File: config.mk
export PLATFORM = sky130hd
export DESIGN_NAME = tdm_demux_2ch
export DESIGN_NICKNAME = d
export VERILOG_FILES = /design/src/rtl/tdm_demux_2ch.sv
export SDC_FILE = /design/constraint.sdc
export NUM_CORES = 1
export LEC_CHECK = 0
export ABC_AREA = 1
export CORE_ASPECT_RATIO = 1.5
export CORE_UTILIZATION = 45
export CTS_BUF_LIST = sky130_fd_sc_hd__clkbuf_4
export DETAILED_ROUTE_END_ITERATION = 10
export PLACE_DENSITY = 0.8
export SKIP_LAST_GASP = 1
export SLEW_MARGIN = 20
export SYNTH_ARGS = -nofsm -noshare
export SYNTH_HDL_FRONTEND = slang
export SYNTH_SLANG_ARGS = --single-unit
File: constraint.sdc
create_clock -name clk -period 1.5 [get_ports clk]
set_input_delay 0.3 -clock clk [delete_from_list [all_inputs] [get_ports clk]]
set_output_delay 0.3 -clock clk [all_outputs]
set_load 0.05 [all_outputs]
File: src/rtl/tdm_demux_2ch.sv
// Two-slot TDM demultiplexer: recovers d0/d1 from a serial stream using a slot marker,
// with lock/loss hysteresis and a saturating sync-error counter.
module tdm_demux_2ch #(
  parameter int unsigned LOCK_COUNT = 4,
  parameter int unsigned LOSS_COUNT = 2
) (
  input  logic       clk,
  input  logic       rst_n,
  input  logic       en,
  input  logic       tdm_in,
  input  logic       sync_in,
  output logic       d0_out,
  output logic       d1_out,
  output logic       pair_valid,
  output logic       locked,
  output logic       sync_err,
  output logic [7:0] err_cnt
);

  localparam logic [3:0] LockCnt = 4'(LOCK_COUNT);
  localparam logic [3:0] LossCnt = 4'(LOSS_COUNT);

  typedef enum logic [1:0] {StHunt, StSlot1, StSlot0} state_e;

  state_e     state_q, state_d;
  logic       hold0_q, hold0_d;
  logic       d0_q, d0_d;
  logic       d1_q, d1_d;
  logic       pair_valid_q, pair_valid_d;
  logic       locked_q, locked_d;
  logic       sync_err_q, sync_err_d;
  logic [7:0] err_cnt_q, err_cnt_d;
  logic [3:0] good_run_q, good_run_d;
  logic [3:0] err_run_q, err_run_d;
  logic       pair_done;
  logic       slot_err;

  // Slot-order FSM; pair_done and slot_err are mutually exclusive by construction.
  always_comb begin
    state_d   = state_q;
    hold0_d   = hold0_q;
    pair_done = 1'b0;
    slot_err  = 1'b0;
    if (en) begin
      case (state_q)
        StHunt: begin
          if (sync_in) begin
            hold0_d = tdm_in;
            state_d = StSlot1;
          end
        end
        StSlot1: begin
          if (sync_in) begin
            slot_err = 1'b1;
            hold0_d  = tdm_in;
          end else begin
            pair_done = 1'b1;
            state_d   = StSlot0;
          end
        end
        StSlot0: begin
          if (sync_in) begin
            hold0_d = tdm_in;
            state_d = StSlot1;
          end else begin
            slot_err = 1'b1;
            state_d  = StHunt;
          end
        end
        default: state_d = StHunt;
      endcase
    end
  end

  always_comb begin
    d0_d       = d0_q;
    d1_d       = d1_q;
    good_run_d = good_run_q;
    err_run_d  = err_run_q;
    locked_d   = locked_q;
    err_cnt_d  = err_cnt_q;
    if (pair_done) begin
      d0_d      = hold0_q;
      d1_d      = tdm_in;
      err_run_d = 4'd0;
      if (good_run_q != LockCnt) begin
        good_run_d = good_run_q + 4'd1;
      end
      if (good_run_d == LockCnt) begin
        locked_d = 1'b1;
      end
    end
    if (slot_err) begin
      good_run_d = 4'd0;
      if (err_run_q != 4'hf) begin
        err_run_d = err_run_q + 4'd1;
      end
      if (err_run_d == LossCnt) begin
        locked_d = 1'b0;
      end
      if (err_cnt_q != 8'hff) begin
        err_cnt_d = err_cnt_q + 8'd1;
      end
    end
    pair_valid_d = pair_done & locked_d;
    sync_err_d   = slot_err;
  end

  always_ff @(posedge clk or negedge rst_n) begin
    if (!rst_n) begin
      state_q      <= StHunt;
      hold0_q      <= 1'b0;
      d0_q         <= 1'b0;
      d1_q         <= 1'b0;
      pair_valid_q <= 1'b0;
      locked_q     <= 1'b0;
      sync_err_q   <= 1'b0;
      err_cnt_q    <= 8'd0;
      good_run_q   <= 4'd0;
      err_run_q    <= 4'd0;
    end else begin
      state_q      <= state_d;
      hold0_q      <= hold0_d;
      d0_q         <= d0_d;
      d1_q         <= d1_d;
      pair_valid_q <= pair_valid_d;
      locked_q     <= locked_d;
      sync_err_q   <= sync_err_d;
      err_cnt_q    <= err_cnt_d;
      good_run_q   <= good_run_d;
      err_run_q    <= err_run_d;
    end
  end

  assign d0_out     = d0_q;
  assign d1_out     = d1_q;
  assign pair_valid = pair_valid_q;
  assign locked     = locked_q;
  assign sync_err   = sync_err_q;
  assign err_cnt    = err_cnt_q;

endmodule
== After elaboration in Yosys (flattened, before gate mapping) ==
Index checks and enable logic that the tools add are counted.

* Add/subtract/negate cells: 3
* Equality and inequality tests: 9
* Multiplexer cells: 22
* Bitwise gates (word level): 1
* Reductions and logical operators: 6

{| class="wikitable"
|+ Operators with widths
! operator !! number
|-
| two-way mux 4 bit || 8
|-
| two-way mux 1 bit || 10
|-
| adder 4 x 1 -> 4 bit, second input constant || 2
|-
| adder 8 x 1 -> 8 bit, second input constant || 1
|-
| != test 8 bit, second input constant || 1
|-
| one-hot mux 2 bit (3 select lines) || 1
|-
| AND reduction 3 bit || 2
|-
| equality test 4 x 2 -> 1 bit, second input constant || 1
|-
| equality test 4 x 3 -> 1 bit, second input constant || 1
|-
| two-way mux 2 bit || 2
|-
| != test 2 bit, second input constant || 2
|-
| != test 4 x 3 -> 1 bit, second input constant || 1
|-
| != test 4 bit, second input constant || 1
|-
| OR reduction 3 bit || 1
|-
| equality test 2 x 1 -> 1 bit, second input constant || 1
|-
| equality test 2 bit, second input constant || 1
|-
| zero test 2 bit || 1
|-
| one-hot mux 1 bit (2 select lines) || 1
|-
| AND reduction 2 bit || 1
|-
| nonzero test 2 bit || 1
|-
| AND 1 bit || 1
|}

* Register bits: 24
* Bits of input ports: 5
* Output and inout port bits: 13

== Logic depth before layout (Yosys ltp) ==
* Depth after elaboration: 10
* Gate-level depth with buffers: 10
* Mapped depth without buffers: 10

== Least setup slack after synthesis ==
No wires, ideal clock.

* Path type: register to register
* From: reg err_cnt_q[1], in the netlist err_cnt[1]
* To: reg err_cnt_q[7], in the netlist err_cnt[7]
* Library setup time: 0.119 ns
* Data arrival time: 1.605 ns
* Required time: 1.381 ns
* Path slack: -0.224 ns
* Stages on the path, launching flop included: 10
* Buffers on the path: 0
* Period minus slack after synthesis: 1.724 ns
* Cells stage by stage: dfrtp_1 ha_1 inv_2 nor2_1 nand4_1 nand2_4 nor2_4 nand2_1 nand2_1 and2_1

* Longest elaborated chain between the ends: 2
* Elaborated cells between the ends (all ways): 3
* Classes of those cells: add/sub: 1; eq/ne: 1; reduce/logical: 1

{| class="wikitable"
|+ RTL lines
! what !! RTL line !! source
|-
| from (decl) || 32 || <nowiki>logic [7:0] err_cnt_q, err_cnt_d;</nowiki>
|-
| from (signal assigned) || 129 || <nowiki>err_cnt_q <= err_cnt_d;</nowiki>
|-
| branches (longest 2 deep; another with adder 8 x 1 -> 8 bit) || - ||
|}

Parallel ways; which one is timed is not known.
A chain may end at the register's enable or synchronous reset.

== Worst setup path after layout ==
* From: in en
* To: reg locked_q, in the netlist locked

* Longest elaborated chain between the ends: 7
* Elaborated cells between the ends (all ways): 9
* Classes of those cells: eq/ne: 1; mux: 8

{| class="wikitable"
|+ RTL lines
! what !! RTL line !! source
|-
| from (decl) || 9 || <nowiki>input logic en,</nowiki>
|-
| two-way mux 1 bit || 44 || <nowiki>if (en) begin</nowiki>
|-
| two-way mux 4 bit || 82 || <nowiki>if (pair_done) begin</nowiki>
|-
| two-way mux 4 bit || 95 || <nowiki>if (err_run_q != 4'hf) begin</nowiki>
|-
| two-way mux 4 bit || 93 || <nowiki>if (slot_err) begin</nowiki>
|-
| equality test 4 x 2 -> 1 bit || 98 || <nowiki>if (err_run_d == LossCnt) begin</nowiki>
|-
| two-way mux 1 bit || 98 ||
|-
| two-way mux 1 bit (*) || 93 ||
|-
| named net locked_d || 30 || <nowiki>logic locked_q, locked_d;</nowiki>
|-
| to (signal assigned) || 127 || <nowiki>locked_q <= locked_d;</nowiki>
|-
| to (decl) || 30 ||
|}

The timed path passes the listed nets; every way through them passes the cells marked *. The select of a mux whose other input is x is not followed.

==> results_dict.tcl <==
set metrics [dict create \
    synth_area_um2 1230 \
    cts-buffers-inserted 3 \
    cp_max_fo 5 \
    syn_area_per_cell_um2 8.47 \
    clockBufferDepth 2 \
    synth_warnings 0 \
    grt_pass1_wl_mm 4.58 \
    grt_pass1_vias 1120 \
    rsz0062_at_grt "yes" \
    ys_seq_area_share_pct 48.9 \
    slew_violations 0 \
    synthAdderAreaFrac_pct 4.08 \
    netlist_top_cells_area "dfrtp_1, nand2_1, inv_1, ha_1, xor2_1" \
    detail-route-antenna-nets 0 \
    area_delta_synth_final_pct 44.9 \
    rrSetupSlack_ns 0.07 \
    outcome "finished clean" \
    drive_gt1_share_pct 33.3 \
    yosys.area_share.simple_pct 23.4 \
    powerDensity_nw_per_um2 1580 \
    crit_chain "clkdlybuf4s50_1 -> inv_1 -> nor2_1 -> nand2_2 -> nand2_1 -> o211ai_1 -> nor2_1 -> nand2_1 -> nand2_2 -> inv_1" \
    port-buffer-count 17 \
    die_h_um 66.0 \
    finalHoldViolCount 0 \
    root_buffer "clkbuf_4" \
    nets 190 \
    routed_via_density 4.94 \
    clock_latency_ns 0.33 \
    grt_use_total_pct 20.9 \
    cts.sink_count 24 \
    syn_nets 154 \
    avgRoutedWirePerCell_um 12.0 \
    start_kind "input port" \
    num_rows 22 \
    h-tree-depth 1 \
    fillerInstances 187 \
    syn_inst 145 \
    dieArea_um2 2940 \
    synth-compound-area-share_pct 10.4 \
    end_kind "flop" \
    min_path_type "input port to async pin" \
    cap_violations 0 \
    diodes 0 \
    slew-limit-headroom_pct 80.1 \
    drcViolationCount 0 \
    fin_skew_ns 0.00420 \
    dr.pass1.iters 4 \
    synth_top_area_cell "dfrtp_1" \
    critical_path_class "input port to flop" \
    ys_types 26 \
    finalCritPeriodShare_pct 95.6 \
    cp_num_buf_inv 3 \
    synth_top_family_by_area "simple AND/OR/NAND/NOR gates" \
    layout_common_cells "nand2_1, dfrtp_1, inv_1, buf_4, buf_12" \
    tightest_slew_ns 0.298 \
    place_ws_ns -0.286 \
    ys_ff_latch 24 \
    min_period_ns 1.43 \
    hold_buffers 0 \
    synthXorXnorAreaFrac_pct 5.71 \
    via_count 1066 \
    core_region_area_um2 2500 \
    finalSetupViolCount 0 \
    peakVddDrop_mv 1.19 \
    fmax_mhz 697 \
    cpPeakStageDelay_ns 0.53 \
    hold_slack_ns 0.305 \
    start_util_pct 49.0 \
    critPathRequiredTime_ns 1.73 \
    ios 18 \
    antenna_found_initial 0 \
    clkTransAtPathRegs_ns 0.13 \
    hpwl_mm 2.01 \
    fp.dieW_um 44.6 \
    cp_top_family "simple AND/OR/NAND/NOR gates" \
    place.gp.congestion 0.809 \
    post-synth-top-area-fraction_pct 48.9 \
    layout_setup_ws_ns 0.0657 \
    grt_overflow 0 \
    worstPathArrival_ns 1.67 \
    wirelength_mm 2.60 \
    worst_path_max_delay_cell "clkdlybuf4s50_1" \
    grt_max_degree 25 \
    synthMuxAreaShare_pct 0 \
    drtIter0Drc 42 \
    leakagePower_uw 0.000858 \
    cts_tree "done" \
    final_common_cell "nand2_1" \
]
==> power breakdown <==
part / switching (µW) / total (µW) / internal, µW / leakage [µW]
Combinational: 771 / 1470 / 703 / 0.000538
Clock: 198 / 321 / 123 / 0.0000184
Sequential: 191 / 1020 / 826 / 0.000301
==> registers in the layout (all words and copies together), names as in the netlist <==
| name | flops |
|---|---|
| d0_out | 1 |
| d1_out | 1 |
| err_cnt | 8 |
| err_run_q | 4 |
| good_run_q | 4 |
| hold0_q | 1 |
| locked | 1 |
| pair_valid | 1 |
| state_q | 2 |
| sync_err | 1 |
==> cells in the mapped netlist <==
library cell  count
xor2_1            5
o21ai_0           7
ha_1              4
nor2_1           11
nand2_1          37
a31o_1            1
inv_2             5
o211ai_1          1
xnor2_1           3
o22ai_1           3
inv_1            18
nand3_1           8
nor2_2            2
a21oi_1           2
buf_2             1
nand4_1           1
a21oi_2           1
nand2_4           1
o21ai_1           3
nand3b_1          1
o21ai_4           1
dfrtp_1          24
nand2_2           1
nor2_4            1
and2_1            2
o31ai_1           1
==> final timing paths <==
path | startpoint | endpoint | cells past startpoint
worst max register to register | good_run_q[0] | pair_valid | 9
worst max-delay path | en | locked | 10
worst min register to register | hold0_q | d0_out | 2
worst min-delay path | rst_n | good_run_q[2] | 2
min in group clk | hold0_q | d0_out | 2
max in group asynchronous | rst_n | err_cnt[3] | 2
==> timing repair <==
action / 4_1_cts / 5_1_grt
gates resized for setup: 0 / 13
pin swaps: 1 / 11
buffers inserted: 2 / 4
endpoints found under the setup margin: 2 / 9
==> metal layers <==
layer	vias to the layer above	GRT usage, %	share of wire, %
li1	528	-	-
met1	511	21.1	36
met2	24	41.7	60
met3	3	2.19	2.7
met4	0	6.82	1.6
met5	-	0	0
==> through the flow <==
stage / util, % / instance area, µm² / setup TNS, ns / instances / power [µW]
global placement: 66.4 / 1660 / -2.29 / 207 / 2280
finish: 71.0 / 1780 / 0 / 216 / 2810
global route: 71.0 / 1780 / -0.119 / 216 / 2990
CTS: 68.2 / 1710 / 0 / 213 / 2700
detailed placement: 66.4 / 1660 / -3.51 / 207 / 2340
floorplan: - / 1250 / -0.0150 / 145 / 1730
==> logic make-up after synthesis <==
logic type | Yosys count
flops | 24
xor+xnor | 8
compound gates | 20
simple gates | 65
buf+inv | 24
fa+ha+maj | 4
==> cell type report <==
cell class	count	area, µm²	share of cell area (%)
flip-flops and latches	24	606	34.1
inverters	23	86.3	4.86
repair buffers	32	413	23.2
well taps	36	45.0	2.53
clock buffers	4	30.0	1.69
multi-input cells	97	598	33.6
(Power assumes the default switching activity.)
==> RTL change: new RTL, same flow settings <==
Reset style: synchronous (`rst_n`), changed in one clocked block.
--- a/src/rtl/tdm_demux_2ch.sv
+++ b/src/rtl/tdm_demux_2ch.sv
@@ -106,7 +106,7 @@
     sync_err_d   = slot_err;
   end
 
-  always_ff @(posedge clk or negedge rst_n) begin
+  always_ff @(posedge clk) begin
     if (!rst_n) begin
       state_q      <= StHunt;
       hold0_q      <= 1'b0;
Behaviour: differs if rst_n is asserted again (counterexample within 4 cycles, from zero or initial values and one cycle with rst_n low); with rst_n held inactive, the same outputs for 10 cycles.
==> RTL change against the unedited design <==
First-iteration DRC count is 26% lower; core utilization is 3.8 points lower; global-route usage is 1.1 points lower; non-clock buffer count is 7 lower; synthesized area is 0.10% lower; worst setup slack better by 0.027 ns; cell area is 5.4% lower; count of clock-buffer cells in the layout is 1 lower; clock skew is 0.00058 ns lower; sequential cell count stayed put; routed wire length is 3.7% higher; largest cell class is now multi-input gates.
Power is not compared: it rests on default switching activity, and its combinational part moved more than twofold at a synthesized area within 25%.
==> RTL change: results (changes against the unedited design) <==
1st-iter DRT viols = 31 (-26%)
outcome = finished clean
hpwl dp = 2090 µm (+3.6%)
Min Hold Slack = 0.476 ns (+0.171 ns)
first-pass GRT wire length = 4400 µm (-3.9%)
largest net degree at the start of global routing = 14 (-44%)
Vias = 1201 (+13%)
worst skew pair latency = 0.32 ns
DRT antenna net count = 0 (unchanged)
Area contributors post-synth = dfxtp_1 39%, nand2_1 13%, a21oi_1 6.5%, nor2_1 6.4%, inv_1 5.8%
RR Startpoint = good_run_q[1]$_SDFFE_PP0P_
vias in the first global route = 1099 (-1.9%)
post-synthesis sequential area ratio = 0.392 (-0.0975)
Syn Nets = 182 (+18%)
critical path peak fanout = 9 (+4)
Placed Area = 0.00163 mm² (-1.9%)
setup slack at placement = -0.219 ns (+0.0664 ns)
wire per inst = 11.4 µm (-5.5%)
max FFs per register = 8 (unchanged)
placed cells = 232 (+12%)
Total Routed Length = 2700 µm (+3.7%)
top cell family by delay on the critical path = simple AND/OR/NAND/NOR gates
Worst Skew = 0.00362 ns (-0.000582 ns)
CP peak stage delay = 0.50 ns (-0.03 ns)
Post-CTS Setup Bufs = 0 (-2)
Overall Global Routing Usage = 0.197 (-0.0112)
Arr. time, crit path = 1.63 ns (-0.04 ns)
Cells after Synth = 172 (+19%)
Commonest cells post-synth = 41 x nand2_1, 24 x dfxtp_1, 21 x nor2_1
max frequency = 711 MHz (+1.9%)
Critical Path End = err_run_q[1]$_SDFF_PN0_
ratio of cells with drive above 1 in the final layout = 0.239 (-0.0945)
Yosys cell types = 25 (-3.8%)
reg2reg setup slack = 0.10 ns (+0.03 ns)
## RTL change: per-layer routing
metal  share of wire  global-route usage  vias to the layer above
met3           0.029              0.0246                        7
met2            0.57               0.399                       25
met4           0.026              0.0606                        0
met5               0                   0                        -
li1                -                   -                      608
met1            0.38               0.195                      561
## RTL change: cell type report
type | count | area [µm²]
Fill cell | 204 | 823
Timing Repair Buffer | 25 | 360
Clock buffer | 3 | 22.5
Inverter | 23 | 88.8
Multi-Input combinational cell | 125 | 671
Sequential cell | 24 | 490
Clock inverter | 1 | 3.75
Tap cell | 36 | 45.0
## RTL change: logic make-up after synthesis
group / share of synthesized area
AND/OR/NAND/NOR: 0.329
AO/OA/AOI/OAI: 0.117
buffers and inverters: 0.0755
flip-flops: 0.392
XOR/XNOR: 0.0357
adder cells (fa/ha/maj): 0.0510
## RTL change: power breakdown
part / internal, mW / switching [mW]
Combinational: 0.0513 / 0.0634
Clock: 0.0975 / 0.201
Sequential: 0.648 / 0.0133
Total: 0.797 / 0.278
